## src/rtl/pwm_irq_controller.sv

```systemverilog
// Interrupt receiver for the PWM carriers: rising-edge capture into sticky pending bits,
// enable masking, one registered level IRQ with source id, and an ack hold-off timer.
module pwm_irq_controller #(
    parameter  int PWM_WIDTH   = 8,
    parameter  int HOLDOFF_CYC = 16,
    parameter  int CNT_WIDTH   = 16,
    localparam int ID_W        = (PWM_WIDTH > 1) ? $clog2(PWM_WIDTH) : 1
) (
    input  logic                 clk,
    input  logic                 reset_n,
    input  logic [PWM_WIDTH-1:0] interrupt_in,
    input  logic [PWM_WIDTH-1:0] matrix,
    input  logic                 clr_valid,
    input  logic [PWM_WIDTH-1:0] clr_mask,
    input  logic                 irq_ack,
    output logic                 irq,
    output logic [ID_W-1:0]      irq_id,
    output logic [PWM_WIDTH-1:0] pending,
    output logic [PWM_WIDTH-1:0] overrun,
    output logic [CNT_WIDTH-1:0] irq_count,
    output logic [1:0]           state_dbg
);

    localparam int HCNT_W = (HOLDOFF_CYC > 1) ? $clog2(HOLDOFF_CYC + 1) : 1;
    localparam logic [HCNT_W-1:0] HCNT_LOAD =
        (HOLDOFF_CYC > 0) ? HCNT_W'(HOLDOFF_CYC - 1) : '0;

    typedef enum logic [1:0] {
        IDLE    = 2'd0,
        ASSERT  = 2'd1,
        HOLDOFF = 2'd2
    } state_e;

    state_e                 state_q, state_d;
    logic [PWM_WIDTH-1:0]   in_q, in_d;
    logic [PWM_WIDTH-1:0]   pending_q, pending_d;
    logic [PWM_WIDTH-1:0]   overrun_q, overrun_d;
    logic [HCNT_W-1:0]      hcnt_q, hcnt_d;
    logic                   irq_q, irq_d;
    logic [ID_W-1:0]        id_q, id_d;
    logic [CNT_WIDTH-1:0]   cnt_q, cnt_d;

    logic [PWM_WIDTH-1:0]   evt;
    logic [PWM_WIDTH-1:0]   clr;
    logic [PWM_WIDTH-1:0]   active;
    logic [ID_W-1:0]        low_idx;

    // clr_valid and irq_ack are single-cycle qualifiers with no ready side: a strobe
    // is consumed on the clock edge where it is high, and irq_ack counts only in ASSERT.
    always_comb begin
        in_d      = interrupt_in;
        evt       = interrupt_in & ~in_q;
        clr       = clr_valid ? clr_mask : '0;
        pending_d = evt | (pending_q & ~clr);
        overrun_d = (evt & pending_q) | (overrun_q & ~clr);
        active    = pending_q & matrix;
    end

    always_comb begin
        low_idx = '0;
        for (int i = PWM_WIDTH - 1; i >= 0; i--) begin
            if (active[i]) low_idx = ID_W'(i);
        end
    end

    always_comb begin
        state_d = state_q;
        hcnt_d  = hcnt_q;
        id_d    = id_q;
        cnt_d   = cnt_q;
        case (state_q)
            IDLE: begin
                if (|active) begin
                    state_d = ASSERT;
                    id_d    = low_idx;
                    if (cnt_q != '1) cnt_d = cnt_q + CNT_WIDTH'(1);
                end
            end
            ASSERT: begin
                if (irq_ack) begin
                    if (HOLDOFF_CYC == 0) begin
                        state_d = IDLE;
                    end else begin
                        state_d = HOLDOFF;
                        hcnt_d  = HCNT_LOAD;
                    end
                end else if (!(|active)) begin
                    state_d = IDLE;
                end
            end
            HOLDOFF: begin
                // The IDLE cycle that follows completes the low interval, so leave one early.
                if (hcnt_q <= HCNT_W'(1)) state_d = IDLE;
                else                      hcnt_d  = hcnt_q - HCNT_W'(1);
            end
            default: state_d = IDLE;
        endcase
        irq_d = (state_d == ASSERT);
    end

    always_ff @(posedge clk or negedge reset_n) begin
        if (!reset_n) begin
            state_q   <= IDLE;
            in_q      <= '1;
            pending_q <= '0;
            overrun_q <= '0;
            hcnt_q    <= '0;
            irq_q     <= 1'b0;
            id_q      <= '0;
            cnt_q     <= '0;
        end else begin
            state_q   <= state_d;
            in_q      <= in_d;
            pending_q <= pending_d;
            overrun_q <= overrun_d;
            hcnt_q    <= hcnt_d;
            irq_q     <= irq_d;
            id_q      <= id_d;
            cnt_q     <= cnt_d;
        end
    end

    assign irq       = irq_q;
    assign irq_id    = id_q;
    assign pending   = pending_q;
    assign overrun   = overrun_q;
    assign irq_count = cnt_q;
    assign state_dbg = state_q;

endmodule
```

## config.mk

```make
export PLATFORM = sky130hd
export DESIGN_NAME = pwm_irq_controller
export DESIGN_NICKNAME = d
export VERILOG_FILES = /design/src/rtl/pwm_irq_controller.sv
export SDC_FILE = /design/constraint.sdc
export NUM_CORES = 1
export LEC_CHECK = 0
export ABC_AREA = 1
export BUFFER_PORTS_ARGS = -buffer_cell sky130_fd_sc_hd__buf_2
export CAP_MARGIN = 30
export CORE_MARGIN = 2
export CORE_UTILIZATION = 30
export DETAILED_ROUTE_END_ITERATION = 7
export MAX_ROUTING_LAYER = met4
export PLACE_DENSITY = 0.55
export SETUP_SLACK_MARGIN = 0.4
export SLEW_MARGIN = 20
export SYNTH_ARGS = -nofsm -noshare
export SYNTH_HDL_FRONTEND = slang
export SYNTH_SLANG_ARGS = --single-unit
```

## constraint.sdc

```tcl
create_clock -name clk -period 1.8 [get_ports clk]
set_input_delay 0.18 -clock clk [delete_from_list [all_inputs] [get_ports clk]]
set_output_delay 0.18 -clock clk [all_outputs]
set_load 0.05 [all_outputs]
```

==> parameters.txt <==
Parameter                              Value

Flow run
  Max Cap Viol    0

Timing
  Portion of the clock cycle consumed by the worst path in the final layout    78.3%
  Worst max-slew margin expressed relative to the limit    81.9%
  RSZ-0062 raised after global routing    true
  Final setup violating endpoints    0
  Max-slew violation count    0
  Final setup TNS    0 ps
  Post-layout minimum cycle time    1410 ps
  Maximum operating frequency    709 MHz
  Tightest Pin Transition    272 ps
  Number of hold violations in the final report    0
  Post-Route Skew    4.10 ps

Die
  Core area    0.00813 mm²
  Count of pins on the block boundary    66
  Die outline height    94.9 µm
  Starting density of the core    30.5%
  Total die area    0.00901 mm²
  Count of standard-cell rows    33
  Die width    94.9 µm

Yosys
  Number of enable-type register cells in the synthesized netlist    0
  Sequential area share after synthesis    51.8%
  Post-synth cell types    28
  Mapped Nets    325
  Share of flip-flops with an asynchronous set or reset    100%
  Post-Syn Instances    294
  Synth Warn #    0
  Most frequently used flop master after synthesis    dfrtp_1
  Average cell area after synthesis    8.44 µm²
  Combined area of all synthesized cells    0.00248 mm²
  Yosys reg bits    51

CTS
  Insertion delay to the later sink of the worst-skew pair    300 ps
  Clock root buffer    clkbuf_8
  CTS max path bufs    2
  TritonCTS Sinks    51
  CTS HTree Levels    2
  CTS tree    built
  Clock transition at the register clock pins on the worst setup and hold paths after CTS    90 ps
  Number of buffers created by CTS    5

Global route
  GRT Resource Usage Total    13.4%
  Global-route wire length before repair    9290 µm
  Grt ovf    0
  Pin count of the biggest net entering global routing    52
  Antenna violations before repair    0
  Vias in the first global route    2,060

Cells and area
  Share of the core filled with cells    42.0%
  Leading cell types in the layout, fill and taps excluded    nand2_1 (94), buf_2 (65), nand2_2 (28)
  Filler Cells Inserted    831
  Share of cells above drive strength 1    44.4%
  Most common library cell in the layout ignoring fill and taps    nand2_1
  Layout-stage area growth over the synthesis result    37.7%
  # diodes    0
  Fin nets    422

Drt
  WL per Instance    11.3 µm
  Post-detailed-route via-to-cell ratio    4.27
  Vias post-DR    2,124
  Total wirelength of the detailed-routed design    5620 µm
  Number of routed nets with antenna violations    0
  Count of unresolved DRC violations after routing    0
  Number of optimization iterations in the first detailed-route pass    4
  Starting DRT DRC Count    45

Critical path
  Highest-delay cell along the critical path    dfrtp_2
  Arrival time of the worst setup path    1610 ps
  Worst R2R Start    irq_count[0]
  Required @ worst endpoint    2000 ps
  Category of the worst setup path launch point    flop
  Category of the worst setup path capture point    flop
  Largest fanout on the critical path    6
  Critical path type    reg2reg
  Crit-path max cell delay    440 ps
  Origin of the worst setup path    irq_count[0]
  Cells along the critical path    ha_4, nand3_4, inv_2, nand3_4, nor2_4, nor2_4, buf_6, nand2_1, nand2_1

Power
  Part of the total power dissipated in the clock network    15.7%
  Fraction of power consumed by combinational cells    45.7%
  Internal power of the cells    2.30 mW
  Net Sw Frac    45.0%
  Max IR drop VDD    0.607 mV
  Pwr Density    1230 mW/mm²
  Part of the total power dissipated in sequential elements    38.6%
  Leak    1.70 nW
  Net switching power    1.89 mW

Place
  Count of buffers from port buffering    65
  Final weighted congestion in routability-driven placement    0.790
  Detailed placer's ending HPWL    3970 µm

Status
  Status    finished, final reports clean

Min path
  Min-Delay Startpoint    irq_ack
  Worst hold path type    in2reg
==> synthesized netlist by cell type, types with 3 or more instances <==
cell,instances,area [µm²]
nand2_1,120,450
nor2_1,24,90.1
xnor2_1,7,61.3
o21ai_0,12,60.1
dfstp_2,8,210
a21oi_1,3,15.0
ha_1,3,37.5
nand3_1,14,70.1
inv_1,24,90.1
xor2_1,5,43.8
nor2_2,4,25.0
a22o_1,7,61.3
dfrtp_1,43,1080
==> kinds of logic after synthesis <==
logic type / after synthesis / synth area share (%)
simple gates: 175 / 30.6
flops: 51 / 51.8
buf+inv: 27 / 5.04
compound gates: 26 / 6.81
xor+xnor: 12 / 4.24
fa+ha+maj: 3 / 1.51
==> routing by layer <==
layer / global-route usage, % / vias up / wire, µm
met1: 16.3 / 951 / 2600
met4: 2.54 / 0 / 40
li1: - / 1125 / -
met3: 4.95 / 5 / 382
met2: 21.6 / 43 / 2590
met5: - / - / 0
==> cell type report <==
class,count,area [µm²],area share [%]
clock buffer,6,72.6,2.12
clock inverter,2,12.5,0.366
inverter,24,90.1,2.64
multi-input combinational,217,1210,35.4
sequential,51,1320,38.6
tap,105,131,3.85
timing repair buffer,92,582,17.0
==> sequential cells by signal, indices dropped and copies added, names as in the netlist <==
name and flops:
hcnt_q 5, overrun 8, in_q 8, irq 1, irq_id 3, pending 8
irq_count 16, state_dbg 2
==> stage by stage <==
step           worst slack [ps]  instance area (µm²)  hold WS, ps  cells  total power, mW
6_report                    390                 3420         69.3    497             4.19
5_1_grt                     312                 3420         47.8    497             4.50
4_1_cts                     401                 3250         57.6    486             4.03
3_5_place_dp                339                 3000          196    462             3.25
3_3_place_gp                366                 3000          200    462             3.23
2_1_floorplan               289                 2560         -116    294             2.90
==> critical path: cells and delay by family (launching register included) <==
kind	cells	cell delay [ps]
buf+inv	2	210
fa+ha+maj	1	170
simple gates	6	480
flops	1	440
==> final timing paths <==
path / endpoint / slack, ps / cells after the start
worst max-delay path: irq_count[2] / 390 / 9
worst min-delay path: state_dbg[0] / 70 / 2
worst max register to register: irq_count[2] / 390 / 9
worst min register to register: irq_id[1] / 490 / 2
max in group asynchronous: in_q[0] / 1120 / 3
min in group asynchronous: irq_count[7] / 400 / 3
==> power groups by stage <==
stage                     combinational [mW]  clock (mW)  sequential, mW
after floorplan                        0.716           0            2.18
after global placement                  1.59           0            1.64
after detailed placement                1.60           0            1.64
after CTS                               1.72       0.695            1.62
after global routing                    2.10       0.745            1.65
final                                   1.91       0.659            1.62
==> timing repair <==
item	in CTS	in global routing
cloned	0	1
hold buffers	9	0
endpoints found under the setup margin	16	22
gates resized for setup	5	31
setup buffers	7	10
endpoints found under the hold margin	51	0
pin swaps	3	17
Note: power is estimated with default switching activity, not from simulation.
